==> src/rtl/multicycle_control_pkg.sv <==
// Shared definitions for the multicycle control unit: opcode constants,
// FSM state encoding, ALU operation codes, PC source codes and the
// decoded instruction class.
package multicycle_control_pkg;

    localparam int unsigned OPC_W   = 4;
    localparam int unsigned STATE_W = 3;

    // Opcode map; every value not listed here (10..14) is illegal.
    localparam logic [OPC_W-1:0] OP_NOP  = 4'd0;
    localparam logic [OPC_W-1:0] OP_ADD  = 4'd1;
    localparam logic [OPC_W-1:0] OP_SUB  = 4'd2;
    localparam logic [OPC_W-1:0] OP_AND  = 4'd3;
    localparam logic [OPC_W-1:0] OP_OR   = 4'd4;
    localparam logic [OPC_W-1:0] OP_ADDI = 4'd5;
    localparam logic [OPC_W-1:0] OP_LW   = 4'd6;
    localparam logic [OPC_W-1:0] OP_SW   = 4'd7;
    localparam logic [OPC_W-1:0] OP_BEQ  = 4'd8;
    localparam logic [OPC_W-1:0] OP_JMP  = 4'd9;
    localparam logic [OPC_W-1:0] OP_HALT = 4'd15;

    typedef enum logic [STATE_W-1:0] {
        ST_IDLE      = 3'd0,
        ST_FETCH     = 3'd1,
        ST_DECODE    = 3'd2,
        ST_EXECUTE   = 3'd3,
        ST_MEM       = 3'd4,
        ST_WRITEBACK = 3'd5,
        ST_HALTED    = 3'd6
    } state_e;

    typedef enum logic [1:0] {
        ALU_ADD = 2'd0,
        ALU_SUB = 2'd1,
        ALU_AND = 2'd2,
        ALU_OR  = 2'd3
    } alu_op_e;

    typedef enum logic [1:0] {
        PC_SRC_INC    = 2'd0,
        PC_SRC_BRANCH = 2'd1,
        PC_SRC_JUMP   = 2'd2
    } pc_src_e;

    typedef enum logic [3:0] {
        CLS_NOP     = 4'd0,
        CLS_RTYPE   = 4'd1,
        CLS_ADDI    = 4'd2,
        CLS_LOAD    = 4'd3,
        CLS_STORE   = 4'd4,
        CLS_BRANCH  = 4'd5,
        CLS_JUMP    = 4'd6,
        CLS_HALT    = 4'd7,
        CLS_ILLEGAL = 4'd8
    } op_class_e;

    typedef struct packed {
        op_class_e op_class;
        alu_op_e   alu_op;
    } decode_t;

endpackage

==> src/rtl/multicycle_control_opcode_decode.sv <==
// Combinational opcode classifier.
// Ports:
//   i_opcode  opcode from the instruction register
//   o_dec     instruction class plus the ALU operation for R-type opcodes
module multicycle_control_opcode_decode
    import multicycle_control_pkg::*;
#(
    parameter int unsigned OPCODE_W = 4
) (
    input  logic [OPCODE_W-1:0] i_opcode,
    output decode_t             o_dec
);

    // Anything outside the defined map, including 10..14, classifies as illegal.
    always_comb begin
        o_dec = '{op_class: CLS_ILLEGAL, alu_op: ALU_ADD};
        case (i_opcode)
            OPCODE_W'(OP_NOP):  o_dec.op_class = CLS_NOP;
            OPCODE_W'(OP_ADD):  o_dec = '{op_class: CLS_RTYPE, alu_op: ALU_ADD};
            OPCODE_W'(OP_SUB):  o_dec = '{op_class: CLS_RTYPE, alu_op: ALU_SUB};
            OPCODE_W'(OP_AND):  o_dec = '{op_class: CLS_RTYPE, alu_op: ALU_AND};
            OPCODE_W'(OP_OR):   o_dec = '{op_class: CLS_RTYPE, alu_op: ALU_OR};
            OPCODE_W'(OP_ADDI): o_dec.op_class = CLS_ADDI;
            OPCODE_W'(OP_LW):   o_dec.op_class = CLS_LOAD;
            OPCODE_W'(OP_SW):   o_dec.op_class = CLS_STORE;
            OPCODE_W'(OP_BEQ):  o_dec.op_class = CLS_BRANCH;
            OPCODE_W'(OP_JMP):  o_dec.op_class = CLS_JUMP;
            OPCODE_W'(OP_HALT): o_dec.op_class = CLS_HALT;
            default:            o_dec.op_class = CLS_ILLEGAL;
        endcase
    end

endmodule

==> src/rtl/multicycle_control.sv <==
// Multicycle datapath control FSM: sequences fetch/decode/execute/mem/
// writeback, waits on mem_ready for memory accesses, flags HALT and
// illegal opcodes and counts retired instructions.
// Ports:
//   clk, reset (async, active-low), start (pulse, accepted only in IDLE)
//   opcode, alu_zero, mem_ready                       status inputs
//   ir_enable, pc_write, pc_src, mem_read, mem_write,
//   mem_addr_sel, ab_enable, alu_op, alu_src_b,
//   alu_out_enable, reg_write, wb_sel                 combinational controls
//   halted, illegal, instr_count                      registered status
module multicycle_control
    import multicycle_control_pkg::*;
#(
    parameter int unsigned OPCODE_W = 4,
    parameter int unsigned COUNT_W  = 16
) (
    input  logic                clk,
    input  logic                reset,
    input  logic                start,
    input  logic [OPCODE_W-1:0] opcode,
    input  logic                alu_zero,
    input  logic                mem_ready,
    output logic                ir_enable,
    output logic                pc_write,
    output logic [1:0]          pc_src,
    output logic                mem_read,
    output logic                mem_write,
    output logic                mem_addr_sel,
    output logic                ab_enable,
    output logic [1:0]          alu_op,
    output logic                alu_src_b,
    output logic                alu_out_enable,
    output logic                reg_write,
    output logic                wb_sel,
    output logic                halted,
    output logic                illegal,
    output logic [COUNT_W-1:0]  instr_count
);

    state_e               r_state;
    logic                 r_armed;
    logic                 r_halted;
    logic                 r_illegal;
    logic [COUNT_W-1:0]   r_count;

    state_e               w_next_state;
    logic                 w_retire;
    logic                 w_set_illegal;
    decode_t              w_dec;

    multicycle_control_opcode_decode #(
        .OPCODE_W (OPCODE_W)
    ) u_opcode_decode (
        .i_opcode (opcode),
        .o_dec    (w_dec)
    );

    // Next state and control decode; outputs follow state so reset clears them at once.
    always_comb begin
        w_next_state   = r_state;
        w_retire       = 1'b0;
        w_set_illegal  = 1'b0;
        ir_enable      = 1'b0;
        pc_write       = 1'b0;
        pc_src         = PC_SRC_INC;
        mem_read       = 1'b0;
        mem_write      = 1'b0;
        mem_addr_sel   = 1'b0;
        ab_enable      = 1'b0;
        alu_op         = ALU_ADD;
        alu_src_b      = 1'b0;
        alu_out_enable = 1'b0;
        reg_write      = 1'b0;
        wb_sel         = 1'b0;

        case (r_state)
            ST_IDLE: begin
                // r_armed blocks a start seen on the first edge after reset release.
                if (start && r_armed) begin
                    w_next_state = ST_FETCH;
                end
            end

            ST_FETCH: begin
                mem_read = 1'b1;
                if (mem_ready) begin
                    ir_enable    = 1'b1;
                    pc_write     = 1'b1;
                    pc_src       = PC_SRC_INC;
                    w_next_state = ST_DECODE;
                end
            end

            ST_DECODE: begin
                ab_enable = 1'b1;
                case (w_dec.op_class)
                    CLS_NOP: begin
                        w_next_state = ST_FETCH;
                        w_retire     = 1'b1;
                    end
                    CLS_JUMP: begin
                        pc_write     = 1'b1;
                        pc_src       = PC_SRC_JUMP;
                        w_next_state = ST_FETCH;
                        w_retire     = 1'b1;
                    end
                    CLS_HALT: begin
                        w_next_state = ST_HALTED;
                        w_retire     = 1'b1;
                    end
                    CLS_ILLEGAL: begin
                        w_set_illegal = 1'b1;
                        w_next_state  = ST_HALTED;
                    end
                    default: w_next_state = ST_EXECUTE;
                endcase
            end

            ST_EXECUTE: begin
                alu_out_enable = 1'b1;
                case (w_dec.op_class)
                    CLS_RTYPE: begin
                        alu_op       = w_dec.alu_op;
                        w_next_state = ST_WRITEBACK;
                    end
                    CLS_ADDI: begin
                        alu_src_b    = 1'b1;
                        w_next_state = ST_WRITEBACK;
                    end
                    CLS_LOAD, CLS_STORE: begin
                        alu_src_b    = 1'b1;
                        w_next_state = ST_MEM;
                    end
                    CLS_BRANCH: begin
                        alu_op       = ALU_SUB;
                        pc_write     = alu_zero;
                        pc_src       = PC_SRC_BRANCH;
                        w_next_state = ST_FETCH;
                        w_retire     = 1'b1;
                    end
                    default: w_next_state = ST_FETCH;
                endcase
            end

            ST_MEM: begin
                mem_addr_sel = 1'b1;
                if (w_dec.op_class == CLS_LOAD) begin
                    mem_read = 1'b1;
                end else begin
                    mem_write = 1'b1;
                end
                if (mem_ready) begin
                    if (w_dec.op_class == CLS_LOAD) begin
                        w_next_state = ST_WRITEBACK;
                    end else begin
                        w_next_state = ST_FETCH;
                        w_retire     = 1'b1;
                    end
                end
            end

            ST_WRITEBACK: begin
                reg_write    = 1'b1;
                wb_sel       = (w_dec.op_class == CLS_LOAD);
                w_next_state = ST_FETCH;
                w_retire     = 1'b1;
            end

            ST_HALTED: w_next_state = ST_HALTED;

            default: w_next_state = ST_IDLE;
        endcase
    end

    // State register, status flags and retirement counter.
    always_ff @(posedge clk or negedge reset) begin
        if (!reset) begin
            r_state   <= ST_IDLE;
            r_armed   <= 1'b0;
            r_halted  <= 1'b0;
            r_illegal <= 1'b0;
            r_count   <= '0;
        end else begin
            r_state <= w_next_state;
            r_armed <= 1'b1;
            if (w_next_state == ST_HALTED) begin
                r_halted <= 1'b1;
            end
            if (w_set_illegal) begin
                r_illegal <= 1'b1;
            end
            if (w_retire) begin
                r_count <= r_count + COUNT_W'(1);
            end
        end
    end

    assign halted      = r_halted;
    assign illegal     = r_illegal;
    assign instr_count = r_count;

endmodule
==> config.mk <==
export PLATFORM = sky130hd
export DESIGN_NAME = multicycle_control
export DESIGN_NICKNAME = d
export VERILOG_FILES = /design/src/rtl/multicycle_control_pkg.sv /design/src/rtl/multicycle_control_opcode_decode.sv /design/src/rtl/multicycle_control.sv
export SDC_FILE = /design/constraint.sdc
export NUM_CORES = 1
export LEC_CHECK = 0
export ABC_CLOCK_PERIOD_IN_PS = 2200
export CAP_MARGIN = 20
export CORE_MARGIN = 1
export CORE_UTILIZATION = 62
export CTS_CLUSTER_DIAMETER = 60
export DETAILED_ROUTE_END_ITERATION = 8
export DONT_BUFFER_PORTS = 1
export PLACE_DENSITY = 0.76
export SLEW_MARGIN = 0
export SYNTH_ARGS = -nofsm -noshare
export SYNTH_HDL_FRONTEND = slang
export SYNTH_HIERARCHICAL = 1
export SYNTH_SLANG_ARGS = --single-unit
export TNS_END_PERCENT = 1
==> constraint.sdc <==
create_clock -name clk -period 2.2 [get_ports clk]
set_input_delay 0.22 -clock clk [delete_from_list [all_inputs] [get_ports clk]]
set_output_delay 0.22 -clock clk [all_outputs]
set_load 0.05 [all_outputs]
* Word-level counts from Yosys, hierarchy flattened
Index checks and enable logic that the tools add are counted.
Operators by class: equal/unequal tests 25, $mul 0, divide/modulo/power cells 0, shifts and indexed selects 0, bitwise logic cells 0, order comparisons 0, reduce and logical (&&, ||, !) cells 11, $add $sub $neg 1, multiplexer cells 36
Operators by type and width (count):
- 4-bit by 3-bit equality test with 1-bit output (second input constant) | 8
- 4-bit case mux with 8 select lines | 1
- 3-bit case mux with 7 select lines | 1
- 1-bit 2-to-1 mux | 20
- 16-bit by 1-bit adder with 16-bit output (second input constant) | 1
- 4-bit by 2-bit equality test with 1-bit output (second input constant) | 4
- 4-bit equality test (second input constant) | 4
- 3-bit equality test (second input constant) | 4
- 3-bit 2-to-1 mux | 4
- 3-bit case mux with 2 select lines | 2
- 4-bit by 1-bit equality test with 1-bit output (second input constant) | 2
- 4-bit zero test | 2
- 2-bit case mux with 2 select lines | 2
- 2-bit OR reduction | 4
- 3-bit by 2-bit equality test with 1-bit output (second input constant) | 2
- 2-bit case mux with 3 select lines | 1
- 3-bit OR reduction | 2
- 2-bit 2-to-1 mux | 2
- 1-bit case mux with 4 select lines | 1
- 4-bit OR reduction | 1
- 3-bit by 1-bit equality test with 1-bit output (second input constant) | 1
- 3-bit zero test | 1
- 1-bit case mux with 3 select lines | 1
- 1-bit case mux with 2 select lines | 1
- 1-bit logical AND | 1
Word-level totals: memories kept 0, bits in writable memories 0, bits in latches 0, bits of input ports 9, memory bits (read-only) 0, bits in registers 22

* Logic depth before layout (Yosys ltp)
Gate-level depths: netlist of the first run.
depth in word-level cells 8, gate-level depth with buffers 9, depth with buffers taken out 7

* Cells and area by module
Netlist of the first run, hierarchy kept.
Modules (own cells, without submodules):
- multicycle_control | area an instance 1311.3 sq um, cells each 143, instances 1, sequential area each 550.5 sq um
- multicycle_control_opcode_decode | area an instance 178.9 sq um, cells each 22, instances 1, sequential area each 0.0 sq um

* Least setup slack after synthesis of the first run
Ideal clock, no wire load.
path kind input -> output, start in opcode[3], end out pc_write, cell stages on the path 8, setup slack -1.094 ns, data required time 1.980 ns, data arrival time 3.074 ns, cells stage by stage buf_2 -> xor2_1 -> o211ai_1 -> buf_2 -> and4_1 -> nor2b_1 -> a31oi_1 -> o21ai_0
RTL lines:
- start: declaration | RTL line multicycle_control.sv:20 | input logic [OPCODE_W-1:0] opcode,
- end: declaration | RTL line multicycle_control.sv:24 | output logic pc_write,

* Worst setup path in the final report of the first run
start reg r_state[2], end out pc_write
Between the ends: word-level cells in the longest chain between the ends 2, elaborated cells on any way between the ends 4, classes of those cells eq/ne: 3; mux: 1
Ends and longest elaborated chain:
- start: declaration | RTL line multicycle_control.sv:40 | state_e r_state;
- start signal: assignment | RTL line multicycle_control.sv:184 | r_state <= w_next_state;
- 3-bit by 2-bit equality test with 1-bit output / 3-bit by 1-bit equality test with 1-bit output (equally long branches) | RTL line multicycle_control.sv:76 | case (r_state)
- 1-bit case mux with 3 select lines (*) | RTL line multicycle_control.sv:76
Every way passes the cells marked *; elsewhere a longest branch is shown, timed or not.

==> impl_metrics.toml, run 1 <==
[run_status]
status = "finished clean"

[sta]
period_needed_ns = 2.15
finalHoldViolCount = 0
relSlewSlack_pct = 35.8
finalMaxSlewViolations = 0
worst_slew_pin_slew_ns = 0.959
whs_ns = 0.126
finalCritPeriodShare_pct = 97.6
fin_ws_ns = 0.0531
timing.fmax_mhz = 466
setup_viol = 0
finalClockSkew_ns = 0.00139

[synth]
ys_warn_count = 6
synthTopCellsByArea = "dfrtp_1 37%, xor2_1 5.9%, xnor2_1 4.7%"
avgSynthCellArea_um2 = 9.03
ys_ff_latch = 22
ys_seq_area_share_pct = 36.9
async_reset_ff_share_pct = 100
syn_area_um2 = 1490
synthDominantCellAreaShare_pct = 36.9
synthesis.nets = 176
synth_edf_count = 0
yosys.cell_types.count = 47
synth_ff_type = "dfrtp_1"
syn_inst = 165
yosysMostFrequentCell = "dfrtp_1"
synth_top_area_cell = "dfrtp_1"
synthTopCellsByCount = "22 x dfrtp_1, 15 x nor2_1, 14 x nand2_1"

[power]
power_density_nw_per_um2 = 1040
p_int_uw = 988
power_leakage_nw = 0.792
netSwitchingFraction_pct = 48.0
p_seq_share_pct = 33.6
clkPwrFrac_pct = 16.3
ir_drop_mv = 1.02
switchingPower_uw = 911
combinationalPowerShare_pct = 50.1

[critical_path]
cp-start-kind = "register"
worstSetupPathType = "reg -> out"
path_buf_inv = 1
regToRegStartpoint = "r_state[2]"
end_kind = "output port"
r2r_end = "instr_count[13]"
cp_max_fo = 7
critPathSlowestCell = "dfrtp_2"
reg2regPathDepth = 5
cpLargestDelayFamily = "simple AND/OR/NAND/NOR gates"
r2r_setup_slack_ns = 0.24
cp_slowest_stage_delay_ns = 0.48
worstPathRequired_ns = 1.98
crit_chain = "nor2_1 > and4_2 > nor2b_2 > a31oi_2 > o21ai_2 > buf_12"
cp_data_arrival_time_ns = 1.93

[clock_tree]
clkTransAtPathRegs_ns = 0.12
numClockSinks = 22
cts-root-buf = "clkbuf_4"
numCtsBuffers = 3
clockBufferDepth = 2
cts_htree_levels = 1
clk_latency_ns = 0.31
cts_tree = "done"

[detailed_routing]
wl_per_cell_um = 17.0
dr_total_vias = 1362
drc_errors = 0
firstDrtPassIters = 4
wl_um = 3760
drt_iter0_drc = 41
ant_nets = 0
routed_via_density = 6.14

[floorplan]
ios = 41
die_area_um2 = 2600
die_x_um = 51.0
num_rows = 17
coreArea_um2 = 2230
die_h_um = 51.0
start_util_pct = 66.7

[layout]
post_route_cells_drive_above_1_share_pct = 28.4
final_nets = 206
syn_to_final_growth_pct = 22.2
antenna_cells = 0

[run]
maxCapViolCount = 0

[global_routing]
grt_max_degree = 23
gr-total-overflow = 0
antenna_found_initial = 0
grt_pass1_wl_um = 5800
grt_usage_pct = 29.6
grt_pass1_vias = 1339

[placement]
dp_slack_ns = 0.0890
port_buffers = 0
place_congestion = 0.970
place_hpwl_um = 2490

[worst_hold_path]
whs_endpoint = "r_state[1]"
min_from = "mem_ready"
min_path_cells = 2
hold_class = "in -> reg"
==> stage by stage <==
stage	TNS [ns]	util (%)	area (um^2)	power (mW)	std cells
after global routing	-0.0395	81.5	1820	1.97	222
after CTS	0	79.4	1770	1.81	218
final	0	81.5	1820	1.90	222
after global placement	0	76.5	1710	1.46	213
after detailed placement	0	76.5	1710	1.48	213
after floorplan	-0.428	-	1500	1.27	165
==> logic make-up (layout without fill, tap and decap cells) <==
group / after synthesis / in the layout / synth area share (%)
AOI/OAI and AO/OA: 25 / 25 / 12.9
DFF: 22 / 22 / 36.9
adders and majority gates: 2 / 2 / 1.68
other: 1 / 1 / 0.252
muxes: 1 / 1 / 0.756
xor gates and xnor gates: 18 / 18 / 10.6
buffers and inverters: 15 / 44 / 5.12
and+or+nand+nor: 81 / 81 / 31.7
==> power by group through the flow <==
stage / registers (mW) / clock network, mW / logic (mW)
CTS: 0.643 / 0.306 / 0.857
detailed placement: 0.649 / 0 / 0.833
finish: 0.639 / 0.309 / 0.951
global route: 0.647 / 0.319 / 1.01
floorplan: 0.737 / 0 / 0.537
global placement: 0.643 / 0 / 0.818
==> layout make-up <==
class	count	area (um^2)
Multi-Input combinational cell	128	890
Sequential cell	22	554
Fill cell	138	413
Timing Repair Buffer	33	263
Tap cell	28	35.0
Clock inverter	1	30.0
Inverter	7	26.3
Clock buffer	3	22.5
==> worst max-delay path by stage <==
stage	start	slack [ns]	endpoint	cells past startpoint
finish	r_state[2]	0.05	pc_write	6
global route	r_state[1]	-0.04	pc_write	6
CTS	r_state[0]	0.002	pc_write	6
detailed placement	opcode[3]	0.09	instr_count[4]	7
global placement	opcode[3]	0.16	instr_count[4]	7
floorplan	opcode[3]	-0.23	pc_write	8
==> sequential cells by signal, summed over array words and instances (netlist names) <==
signal       count
halted           1
r_armed          1
illegal          1
r_state          3
instr_count     16
==> per-layer routing <==
metal	global-route usage, %	share of wire, %
met1	33.3	39
met5	0	0
met3	4.17	6.2
met4	14.4	2.8
met2	54.2	52
==> cell usage in the layout, fill, tap and decap left out, drive strengths merged, types with 2 or more instances in the layout <==
cell type,instances
a31oi,2
o31ai,2
nand2,14
dfrtp,22
nand4,4
inv,7
nor2b,7
o21ai,5
and2,2
nor4,3
a21oi,5
ha,2
and3,5
nor3,8
xnor2,8
clkbuf,3
nor3b,4
buf,32
xor2,10
nand3b,5
nand3,6
nand4bb,2
nor2,15
nand2b,2
==> repair_timing <==
action                                 4_1_cts  5_1_grt
hold buffers                                 1        0
gates resized for setup                      1        6
pin swaps                                    0        0
setup endpoints to repair                    1        2
buffers inserted                             0        4
endpoints found under the hold margin       22        0
Note: power is estimated with default switching activity, not from simulation.
==> run 2, diff against run 1 <==
- ABC_AREA: default -> 1
- CORE_UTILIZATION: 62 -> 63
- PLACE_DENSITY: 0.76 -> 0.77
==> run 2 against run 1 <==
Compared with the run above:
- critical path depth unchanged
- hold slack better by 0.026 ns
- synthesized cell count up 55%
==> impl_metrics.toml, run 2 <==
[critical_path]
end_kind = "output port"
crit_chain = "inv_1 > nand3_1 > nor2_1 > nor3_1 > a21oi_2 > buf_12"
crit_path_start = "r_state[2]"
cp_num_cells = 6
reg2regPathDepth = 8
worstSetupPathType = "reg -> out"
cpLargestDelayFamily = "flip-flops"
cp-start-kind = "register"
r2r_end = "instr_count[15]"
cp_max_fo = 8
cp_slowest_stage_delay_ns = 0.60
cp_data_arrival_time_ns = 1.81
r2r_setup_slack_ns = 0.47
worstPathRequired_ns = 1.98
critPathSlowestCell = "dfrtp_1"
path_buf_inv = 2
regToRegStartpoint = "r_state[0]"
setup.worst_path.end = "pc_write"

[detailed_routing]
drc_errors = 0
met1_length_um = 1770
top_layer_used = "met4"
wl_per_cell_um = 12.5
firstDrtPassIters = 4
drt_iter0_drc = 42
met3_length_um = 256
dr_total_vias = 1681
wl_met2_um = 1890
ant_nets = 0
routed_via_density = 5.34
wl_um = 3950

[sta]
finalCritPeriodShare_pct = 92.3
rsz0062_at_grt = "false"
timing.fmax_mhz = 492
finalClockSkew_ns = 0.0154
worst_slew_pin_slew_ns = 0.522
setup_viol = 0
finalMaxSlewViolations = 0
period_needed_ns = 2.03
finalHoldViolCount = 0
relSlewSlack_pct = 65.2

[synth]
synth_top_family_by_area = "simple AND/OR/NAND/NOR gates"
synthesis.nets = 267
synth_compound_area_share_pct = 5.19
ys_warn_count = 6
synth_ff_type = "dfrtp_1"
synth_xor_area_share_pct = 3.69
syn_inst = 256
syn_area_um2 = 1660
synthTopCellsByCount = "82 x nand2_1, 36 x nand3_1, 30 x nor2_1"
yosysMostFrequentCell = "nand2_1"
avgSynthCellArea_um2 = 6.50
synth_edf_count = 0
ys_ff_latch = 22
yosys.cell_types.count = 32
synthDominantCellAreaShare_pct = 33.1
synthTopCellsByArea = "dfrtp_1 33%, nand2_1 19%, nand3_1 11%"
async_reset_ff_share_pct = 100
synthAdderAreaFrac_pct = 1.50
ys_seq_area_share_pct = 33.1
synth_mux_area_share_pct = 0
synth_top_area_cell = "dfrtp_1"
synthSimpleGateAreaFrac_pct = 47.3

[floorplan]
start_util_pct = 67.1
die_h_um = 53.4
die_x_um = 53.4
die_area_um2 = 2850
coreArea_um2 = 2480
num_rows = 18
ios = 41

[clock_tree]
cts.repair.resized = 0
clockBufferDepth = 2
numCtsBuffers = 3
clkTransAtPathRegs_ns = 0.14
cts-root-buf = "clkbuf_4"
post-cts-setup-buffers = 0
clk_latency_ns = 0.33
cts_htree_levels = 1
cts_tree = "done"
numClockSinks = 22

[layout]
final_cell_mix = "82 x nand2_1, 36 x nand3_1, 28 x nor2_1"
antenna_cells = 0
utilization_pct = 80.6
final_nets = 297
design_area_um2 = 2000
layout_commonest_cell = "nand2_1"
post_route_cells_drive_above_1_share_pct = 19.3
syn_to_final_growth_pct = 20.1
largest_reg_flops = 16
nFillCells = 184

[global_routing]
grt_max_degree = 23
grt_usage_pct = 30.4
grt_pass1_vias = 1510
gr-total-overflow = 0
grt_pass1_wl_um = 6340
antenna_found_initial = 0

[power]
ir_drop_mv = 1.08
power_leakage_nw = 1.04
power_mw = 1.76
power_density_nw_per_um2 = 880

[placement]
place_hpwl_um = 2850
placed_area_um2 = 1910
port_buffers = 0
place_congestion = 0.813

[run_status]
status = "finished clean"

[worst_hold_path]
hold_class = "in -> async"

[run]
maxCapViolCount = 0
==> run 2: cell count changes after synthesis, sizes merged, moves of 4 or more <==
cell	previous run	this run
nor3	8	1
nor2b	7	0
clkinv	0	4
nand3b	5	1
and3	5	0
xor2	10	3
inv	7	28
nor2	15	37
nand2	14	90
xnor2	8	4
nand3	6	37
==> run 2: kinds of logic after synthesis <==
kind of cell | Yosys count
XOR/XNOR | 7
buffers and inverters | 36
AND/OR/NAND/NOR | 173
other | 1
AO/OA/AOI/OAI | 15
adder cells (fa/ha/maj) | 2
flip-flops | 22
==> run 2: worst min-delay path by stage <==
stage / start / endpoint / cells past startpoint
after floorplan: reset / halted / 0
after global placement: reset / r_armed / 0
after detailed placement: reset / r_armed / 0
after CTS: mem_ready / r_state[2] / 3
after global routing: reset / r_state[2] / 1
final: reset / r_state[2] / 1
==> run 2: layer usage <==
layer | up-vias | global-route usage (%)
met2 | 54 | 50.8
met3 | 4 | 6.32
met5 | - | 0
met1 | 754 | 39.7
met4 | 0 | 6.14
li1 | 869 | -
==> run 2: where the power goes <==
part / internal [mW] / total (mW) / leakage [nW] / switching, mW
clock network: 0.185 / 0.318 / 0.0279 / 0.133
logic: 0.245 / 0.873 / 0.722 / 0.628
registers: 0.460 / 0.566 / 0.292 / 0.106
total: 0.890 / 1.76 / 1.04 / 0.867
==> run 2: area by class of cell <==
cell class                 instances  area [um^2]  area share [%]
clock inverter                     1         30.0            1.50
clock buffer                       3         22.5            1.13
sequential                        22          551            27.6
inverter                          32          121            6.08
multi-input combinational        198          982            49.2
timing repair buffer              29          253            12.7
tap                               30         37.5            1.88
==> run 2: worst reg2reg max path: stages, from the launching register on <==
cell and delay [ns]:
dfrtp_1 0.46, nor2_1 0.23, nand3_1 0.16, nor2_2 0.22
nor2_4 0.07, nand2_4 0.18, nand2_4 0.17, nand2_1 0.09
nand2_1 0.05
==> run 2: repair_timing <==
item	4_1_cts	5_1_grt
hold endpoints to repair	22	0
hold buffers	1	0
endpoints found under the setup margin	0	0
==> run 2: stage by stage <==
step / instances / setup TNS (ns) / setup WS (ns) / hold WS, ns
final: 315 / 0 / 0.168 / 0.152
after global routing: 315 / 0 / 0.0683 / 0.128
after CTS: 314 / 0 / 0.200 / 0.142
after detailed placement: 309 / 0 / 0.364 / -0.0751
after global placement: 309 / 0 / 0.389 / -0.0752
after floorplan: 256 / -0.0982 / -0.0982 / -0.0756
==> run 3, diff against run 2 <==
- ABC_CLOCK_PERIOD_IN_PS: 2200 -> 1840
- CORE_UTILIZATION: 63 -> 57
- PLACE_DENSITY: 0.77 -> 0.73
- clock period: 2.2 -> 1.84 ns (I/O delays scaled with it)
==> run 3 against run 2 <==
Compared with the run above:
- hold slack worse by 0.056 ns
- power is 19% higher
- largest cell class unchanged
- sequential share of layout area is 1.0 points lower
- register-to-register slack worse by 0.28 ns
- global-route usage is 2.8 points lower
- critical path depth is 2 higher
==> impl_metrics.toml, run 3 (synthesis gave the netlist of run 2 again) <==
[detailed_routing]
wl_um = 4020
dr_total_vias = 1754
wl_per_cell_um = 12.3
firstDrtPassIters = 4
ant_nets = 0
routed_via_density = 5.38
drc_errors = 0
drt_iter0_drc = 66

[layout]
nFillCells = 234
layout_commonest_cell = "nand2_1"
final_cell_mix = "81 x nand2_1, 35 x nand3_1, 35 x buf_4"
final_nets = 307
antenna_cells = 0
post_route_cells_drive_above_1_share_pct = 25.1
largest_reg_flops = 16
syn_to_final_growth_pct = 25.4
final_cell_count_no_fill = 326
utilization_pct = 75.6

[critical_path]
crit_chain = "inv_1 > nand2_2 > nor2_4 > inv_2 > nor2_2 > nor3_1 > a21oi_2 > buf_12"
worstPathRequired_ns = 1.66
cp-start-kind = "register"
r2r_setup_slack_ns = 0.19
critPathSlowestCell = "dfrtp_2"
path_buf_inv = 3
worstSetupPathType = "reg -> out"
cp_slowest_stage_delay_ns = 0.46
cp_data_arrival_time_ns = 1.61
cpLargestDelayFamily = "flip-flops"
cp_max_fo = 4
end_kind = "output port"

[sta]
period_needed_ns = 1.80
rsz0062_at_grt = "true"
finalCritPeriodShare_pct = 97.6
fin_ws_ns = 0.0449
fin_setup_tns_ns = 0
setup_viol = 0
whs_ns = 0.0964
finalHoldViolCount = 0
finalClockSkew_ns = 0.00633
finalMaxSlewViolations = 0
timing.fmax_mhz = 557

[power]
ir_drop_mv = 1.10
power_leakage_nw = 1.08
power_density_nw_per_um2 = 1000

[floorplan]
die_h_um = 56.0
die_x_um = 56.0
die_area_um2 = 3140
ios = 41
start_util_pct = 60.3
num_rows = 19
coreArea_um2 = 2760

[clock_tree]
clk_latency_ns = 0.32
cts_htree_levels = 1
numCtsBuffers = 3
clockBufferDepth = 2
clkTransAtPathRegs_ns = 0.12
cts_tree = "done"
cts-root-buf = "clkbuf_4"
numClockSinks = 22

[global_routing]
grt_max_degree = 23
gr-total-overflow = 0
grt_pass1_vias = 1606
grt_usage_pct = 27.6
antenna_found_initial = 0
grt_pass1_wl_um = 7040

[run]
maxCapViolCount = 0

[placement]
dp_slack_ns = 0.148
dp_cells = 316
place_congestion = 0.823
port_buffers = 0
place_hpwl_um = 2990

[run_status]
status = "finished clean"

[worst_hold_path]
hold_class = "in -> async"
run 3: cell types whose count changed in the layout (fill, tap and decap cells not counted), moves of 2 or more:
cell and delta:
buf_4 +9, nor2_1 -4, dfrtp_1 -2, dfrtp_2 +2
nor2_2 +4
run 3: area by class of cell:
class | count | area, um^2 | share of cell area (%)
well taps | 31 | 38.8 | 1.86
repair buffers | 39 | 328 | 15.7
multi-input cells | 198 | 1010 | 48.3
flip-flops and latches | 22 | 553 | 26.5
inverters | 32 | 121 | 5.82
clock buffers | 4 | 36.3 | 1.74
run 3: stage by stage:
stage | power [mW] | instance area [um^2]
6_report | 2.09 | 2080
5_1_grt | 2.22 | 2080
4_1_cts | 2.01 | 2010
3_5_place_dp | 1.73 | 1970
3_3_place_gp | 1.72 | 1970
2_1_floorplan | 1.44 | 1680
run 3: worst paths after layout:
| path | end | cells after the start | startpoint |
|---|---|---|---|
| worst max-delay path | pc_write | 8 | r_state[0] |
| worst max register to register | instr_count[4] | 5 | r_state[1] |
| min in group clk | r_state[2] | 3 | mem_ready |
| worst min-delay path | r_armed | 1 | reset |
| worst min register to register | instr_count[3] | 2 | instr_count[3] |
| max in group asynchronous | r_state[0] | 2 | reset |
run 3: report_power, final:
group | switching (mW) | total [mW] | leakage [nW] | internal, mW
Combinational | 0.801 | 1.16 | 0.770 | 0.362
Sequential | 0.109 | 0.663 | 0.290 | 0.554
Clock | 0.147 | 0.268 | 0.0210 | 0.121
run 3: routing by layer:
layer	vias to the layer above	track usage [%]	wire (um)
met5	-	0	0
met3	0	5.81	305
li1	893	-	-
met4	0	2.44	0
met1	796	41.6	1860
met2	65	42.5	1850
run 3: timing repair:
item | 4_1_cts | 5_1_grt
hold endpoints to repair | 22 | 0
endpoints found under the setup margin | 0 | 2
gates resized for setup | 0 | 10
hold buffers | 1 | 0
setup buffers | 0 | 4
